===== src/rtl/fetch_ctrl_pkg.sv =====
// Shared fetch definitions: bus widths, reset PC, PC step and FSM state encodings.
package fetch_ctrl_pkg;

  localparam int ADDR_BUS = 64;
  localparam int INST_BUS = 32;

  localparam logic [ADDR_BUS-1:0] FETCH_RESET_PC = 64'h0000_0000_8000_0000;
  localparam logic [ADDR_BUS-1:0] FETCH_PC_INC   = 64'd4;

  typedef enum logic [1:0] {
    FETCH_ST_REQ  = 2'd0,
    FETCH_ST_WAIT = 2'd1,
    FETCH_ST_ERR  = 2'd2
  } fetch_st_e;

endpackage


===== src/rtl/fetch_buf.sv =====
// One-entry valid/ready holding register for {pc, inst} toward decode, with flush.
module fetch_buf #(
  parameter int ADDR_W = 64,
  parameter int INST_W = 32
) (
  input  logic              clk,
  input  logic              rst,
  input  logic              flush,
  input  logic              wr_en,
  input  logic [ADDR_W-1:0] wr_pc,
  input  logic [INST_W-1:0] wr_inst,
  input  logic              rd_en,
  output logic              valid,
  output logic [ADDR_W-1:0] pc,
  output logic [INST_W-1:0] inst
);

  // Data is held after a drain so inst/inst_pc stay stable; only valid clears.
  always_ff @(posedge clk) begin
    if (rst) begin
      valid <= 1'b0;
      pc    <= '0;
      inst  <= '0;
    end else if (flush) begin
      valid <= 1'b0;
    end else if (wr_en) begin
      valid <= 1'b1;
      pc    <= wr_pc;
      inst  <= wr_inst;
    end else if (rd_en) begin
      valid <= 1'b0;
    end
  end

endmodule


===== src/rtl/fetch_ctrl.sv =====
// Instruction-fetch sequencer: PC ownership, single-outstanding imem handshake, redirect flush.
// Optional misaligned-redirect halt enabled by defining ZEROCPU_FETCH_ALIGN_CHK_EN.
//
// state | meaning
// REQ   | request pending, issues when the buffer is free or draining
// WAIT  | one request outstanding, waiting for imem_rvalid
// ERR   | halted on a misaligned redirect target (only with the alignment check)
module fetch_ctrl
  import fetch_ctrl_pkg::*;
#(
  parameter int                ADDR_W   = ADDR_BUS,
  parameter int                INST_W   = INST_BUS,
  parameter logic [ADDR_W-1:0] RESET_PC = ADDR_W'(FETCH_RESET_PC)
) (
  input  logic              clk,
  input  logic              rst,
  output logic              imem_req,
  output logic [ADDR_W-1:0] imem_addr,
  input  logic              imem_gnt,
  input  logic              imem_rvalid,
  input  logic [INST_W-1:0] imem_rdata,
  input  logic              redirect_valid,
  input  logic [ADDR_W-1:0] redirect_pc,
  output logic              inst_valid,
  input  logic              inst_ready,
  output logic [ADDR_W-1:0] inst_pc,
  output logic [INST_W-1:0] inst,
  output logic              fetch_err
);

  fetch_st_e         state_q, state_d;
  logic [ADDR_W-1:0] pc_q, pc_d;
  logic [ADDR_W-1:0] req_pc_q, req_pc_d;
  logic              kill_q, kill_d;
  logic              buf_valid, buf_wr, buf_free, outstanding, misaligned;

  assign buf_free    = !buf_valid || inst_ready;
  assign imem_req    = !rst && (state_q == FETCH_ST_REQ) && buf_free && !redirect_valid;
  assign imem_addr   = pc_q;
  assign inst_valid  = buf_valid && !redirect_valid;
  assign outstanding = (state_q == FETCH_ST_WAIT) || kill_q;

`ifdef ZEROCPU_FETCH_ALIGN_CHK_EN
  logic err_q, err_d;
  assign misaligned = (redirect_pc[1:0] != 2'b00);
  assign fetch_err  = err_q;
`else
  assign misaligned = 1'b0;
  assign fetch_err  = 1'b0;
`endif

  always_comb begin
    state_d  = state_q;
    pc_d     = pc_q;
    req_pc_d = req_pc_q;
    kill_d   = kill_q;
    buf_wr   = 1'b0;
`ifdef ZEROCPU_FETCH_ALIGN_CHK_EN
    err_d    = err_q;
`endif
    if (redirect_valid) begin
      // A response landing in the redirect cycle retires the outstanding request itself.
      pc_d   = redirect_pc;
      kill_d = outstanding && !imem_rvalid;
`ifdef ZEROCPU_FETCH_ALIGN_CHK_EN
      err_d  = misaligned;
`endif
      if (misaligned)  state_d = FETCH_ST_ERR;
      else if (kill_d) state_d = FETCH_ST_WAIT;
      else             state_d = FETCH_ST_REQ;
    end else begin
      unique case (state_q)
        FETCH_ST_REQ: begin
          if (imem_req && imem_gnt) begin
            req_pc_d = pc_q;
            state_d  = FETCH_ST_WAIT;
          end
        end
        FETCH_ST_WAIT: begin
          if (imem_rvalid) begin
            if (!kill_q) begin
              buf_wr = 1'b1;
              pc_d   = req_pc_q + ADDR_W'(FETCH_PC_INC);
            end
            kill_d  = 1'b0;
            state_d = FETCH_ST_REQ;
          end
        end
`ifdef ZEROCPU_FETCH_ALIGN_CHK_EN
        FETCH_ST_ERR: begin
          if (imem_rvalid) kill_d = 1'b0;
        end
`endif
        default: state_d = FETCH_ST_REQ;
      endcase
    end
  end

  always_ff @(posedge clk) begin
    if (rst) begin
      state_q  <= FETCH_ST_REQ;
      pc_q     <= RESET_PC;
      req_pc_q <= '0;
      kill_q   <= 1'b0;
    end else begin
      state_q  <= state_d;
      pc_q     <= pc_d;
      req_pc_q <= req_pc_d;
      kill_q   <= kill_d;
    end
  end

`ifdef ZEROCPU_FETCH_ALIGN_CHK_EN
  always_ff @(posedge clk) begin
    if (rst) err_q <= 1'b0;
    else     err_q <= err_d;
  end
`endif

  fetch_buf #(
    .ADDR_W (ADDR_W),
    .INST_W (INST_W)
  ) u_buf (
    .clk     (clk),
    .rst     (rst),
    .flush   (redirect_valid),
    .wr_en   (buf_wr),
    .wr_pc   (req_pc_q),
    .wr_inst (imem_rdata),
    .rd_en   (inst_valid && inst_ready),
    .valid   (buf_valid),
    .pc      (inst_pc),
    .inst    (inst)
  );

endmodule


===== config.mk =====
export PLATFORM = sky130hd
export DESIGN_NAME = fetch_ctrl
export DESIGN_NICKNAME = d
export VERILOG_FILES = /design/src/rtl/fetch_ctrl_pkg.sv /design/src/rtl/fetch_buf.sv /design/src/rtl/fetch_ctrl.sv
export SDC_FILE = /design/constraint.sdc
export NUM_CORES = 1
export LEC_CHECK = 0
export CAP_MARGIN = 10
export CORE_ASPECT_RATIO = 1.1
export CORE_UTILIZATION = 45
export CTS_CLUSTER_DIAMETER = 50
export DETAILED_ROUTE_END_ITERATION = 10
export PLACE_DENSITY = 0.75
export SYNTH_ARGS = -nofsm -noshare
export SYNTH_HDL_FRONTEND = slang
export SYNTH_SLANG_ARGS = --single-unit
export TNS_END_PERCENT = 50

===== constraint.sdc =====
create_clock -name clk -period 3.56 [get_ports clk]
set_input_delay 0.712 -clock clk [delete_from_list [all_inputs] [get_ports clk]]
set_output_delay 0.712 -clock clk [all_outputs]
set_load 0.03 [all_outputs]

==> flow_summary.json <==
{
  "combPwrFrac_pct": 9.0,
  "gp_congestion": 0.838,
  "syn_nets": 1408,
  "crit_type": "input port to output port",
  "cts.sink_count": 227,
  "num_vias": 9725,
  "timing.final.crit_period_ps": 3010,
  "maxSlewViolCount": 0,
  "drt-initial-drc-count": 658,
  "antenna_cells": 0,
  "timing.rr.end": "imem_addr[58]",
  "synth_area_um2": 9870,
  "use_met3_pct": 4.87,
  "p_per_area_nw_per_um2": 418,
  "critPathMaxStageDelay_ps": 750,
  "path_buf_inv": 2,
  "critPathMostFrequentCell": "clkdlybuf4s50_1",
  "sequentialPowerShare_pct": 47.0,
  "fin_crit_sh_pct": 84.7,
  "p_leak_uw": 0.00444,
  "antenna_found_initial": 0,
  "crit_path_end_kind": "output port",
  "cts_resized": 0,
  "netlist_top_cells_count": "nand2_1, dfxtp_1, a21oi_1, clkbuf_1, nor2_1",
  "hpwlAfterDp_um": 19900,
  "first_pass_iters": 5,
  "grt_util_all_layers_pct": 26.0,
  "min_from": "u_buf.inst[23]",
  "cp.required_ps": 2850,
  "final-hold-violation-count": 0,
  "clk_path_buf_depth": 3,
  "synth.yosys.seq_area_share_pct": 46.0,
  "power.internal_uw": 4300,
  "totalWireLength_um": 30500,
  "async_flop_share_pct": 0,
  "clock_latency_ps": 520,
  "grt_pass1_vias": 8945,
  "status": "completed",
  "drv_cap": 0,
  "synth_area_leaders": "dfxtp_1, nand2_1, a21oi_1",
  "vias_per_cell": 5.36,
  "num_io_pins": 265,
  "grt_use_met1_pct": 31.7,
  "r2r_start": "req_pc_q[2]",
  "yosysMostFrequentCell": "nand2_1",
  "fin_area_um2": 13400,
  "cts-root-buf": "clkbuf_16",
  "crit_chain": "clkdlybuf4s50_1, nor2b_1, nor4_1, clkdlybuf4s50_1",
  "synth_top_area_share_pct": 46.0,
  "synth_top_area_cell": "dfxtp_1",
  "layout-drive-gt1-share_pct": 5.45,
  "hp-class": "flip-flop to flip-flop",
  "synthFlopType": "dfxtp_1",
  "initial_utilization_pct": 46.0,
  "yosysWarningCount": 0,
  "reg2regPathDepth": 7,
  "p_sw_share_pct": 23.4,
  "globalRouteMet2Util_pct": 45.8,
  "grt_first_pass_wirelength_um": 46600,
  "switching_power_uw": 1320,
  "drcViolationCount": 0,
  "area_growth_pct": 36.1,
  "fin_nets": 1611,
  "cts_tree": "done",
  "design.die.area_um2": 22500,
  "setup_viol": 0,
  "crit_arrival_ps": 2300,
  "grt_overflow": 0,
  "clockPowerShare_pct": 44.1,
  "rrSetupSlack_ps": 860,
  "clk_pin_slew_ps": 60,
  "cp-start-kind": "input port",
  "tns_ps": 0,
  "fin_skew_ps": 25.2,
  "holdPathEnd": "u_buf.inst[23]",
  "rows": 56,
  "min_path_cells": 2,
  "cts_setup_buffers": 0,
  "die_h_um": 157,
  "avgRoutedWirePerCell_um": 16.8,
  "postSynthCellCount": 1305,
  "rsz0062_at_grt": "false",
  "grt_start_max_net_pins": 231,
  "cp_top_family": "buffers and inverters",
  "cts_buffers": 24,
  "holdWs_ps": 451,
  "fmax_mhz": 332,
  "synth_seq_cells": 227,
  "cts_max_level": 1,
  "grt_busiest_layer": "met2",
  "io_buffers": 263,
  "cp_slowest_cell": "clkdlybuf4s50_1",
  "ant_nets": 0,
  "slew_headroom_pct": 29.3,
  "cp_max_fo": 3,
  "synthDistinctLibCells": 56,
  "hold_buffers": 0,
  "die_w_um": 143,
  "synth_edf_count": 0,
  "dpl_cell_area_um2": 12700,
  "worst_pin_slew_ps": 1060,
  "syn_area_per_cell_um2": 7.56,
  "fp.coreArea_um2": 21400,
  "ir_worst_vdd_mv": 0.290
}
[layout make-up]
cell class	instances	area (um2)
repair buffers	283	2840
well taps	290	363
fillers	1926	8010
inverters	3	11.3
multi-input cells	969	4910
flip-flops and latches	227	4540
clock buffers	40	702
clock inverters	2	60.1
[sequential cells by signal, summed over array words and instances, names as in the netlist]
register and flops:
u_buf.inst 32, u_buf.valid 1, imem_addr 64, kill_q 1, state_q 1, u_buf.pc 64, req_pc_q 64
[per-layer routing]
layer  vias to the layer above  part of all wire, %
met5                         -                    0
met4                         0                  2.7
met3                        61                  7.2
met2                       331                   49
met1                      4509                   41
li1                       4824                    -
[stage by stage]
stage,std cells,worst slack [ps],util (%),total power (uW)
after floorplan,1305,632,-,2940
after global placement,1772,582,59.1,3190
after detailed placement,1772,559,59.1,3200
after CTS,1814,554,62.7,5660
after global routing,1814,492,62.7,5800
final,1814,545,62.7,5620
[cells by family after synthesis]
family          Yosys count  synth area share (%)
simple gates            613                  28.0
compound gates          305                  17.0
flops                   227                  46.0
buf+inv                 109                  4.41
xor+xnor                 48                  4.26
fa+ha+maj                 1                 0.127
other cells               1                0.0380
mux                       1                 0.101
[worst register-to-register path: cells and delay by family, from the launching register on]
family                     cells  cell delay (ps)
AOI/OAI and AO/OA              1              340
DFF                            1              430
and+or+nand+nor                4             1390
adders and majority gates      1              260
xor gates and xnor gates       1              190
[power groups by stage]
stage	logic (uW)	clock network (uW)	registers, uW
after floorplan	169	0	2770
after global placement	499	0	2690
after detailed placement	502	0	2690
after CTS	505	2520	2640
after global routing	536	2620	2640
final	504	2480	2640
[worst max-delay path by stage]
stage,from,cells after the start,endpoint
floorplan,redirect_valid,6,req_pc_q[50]
global placement,inst_ready,4,imem_req
detailed placement,inst_ready,4,imem_req
CTS,inst_ready,4,imem_req
global route,inst_ready,4,imem_req
finish,inst_ready,4,imem_req
[cells in the final DEF (no fill, tap or decap), types with 5 or more instances in the layout]
master,synthesis,layout
nor2_1,86,84
clkbuf_16,0,25
xnor2_1,24,24
a221oi_1,5,5
a211o_1,5,5
o22ai_1,25,25
nand3_1,33,33
a21oi_1,220,220
dfxtp_1,227,227
and4_1,9,9
a211oi_1,9,9
xor2_1,24,24
nor3_1,10,10
nor4_4,5,5
buf_12,0,5
o21ai_0,22,22
and3_1,5,5
clkbuf_1,87,13
clkdlybuf4s50_1,0,261
buf_4,3,16
nor4_1,11,11
nand4_1,16,16
nand2_1,398,398
No activity file was read; power rests on OpenSTA's default activity.
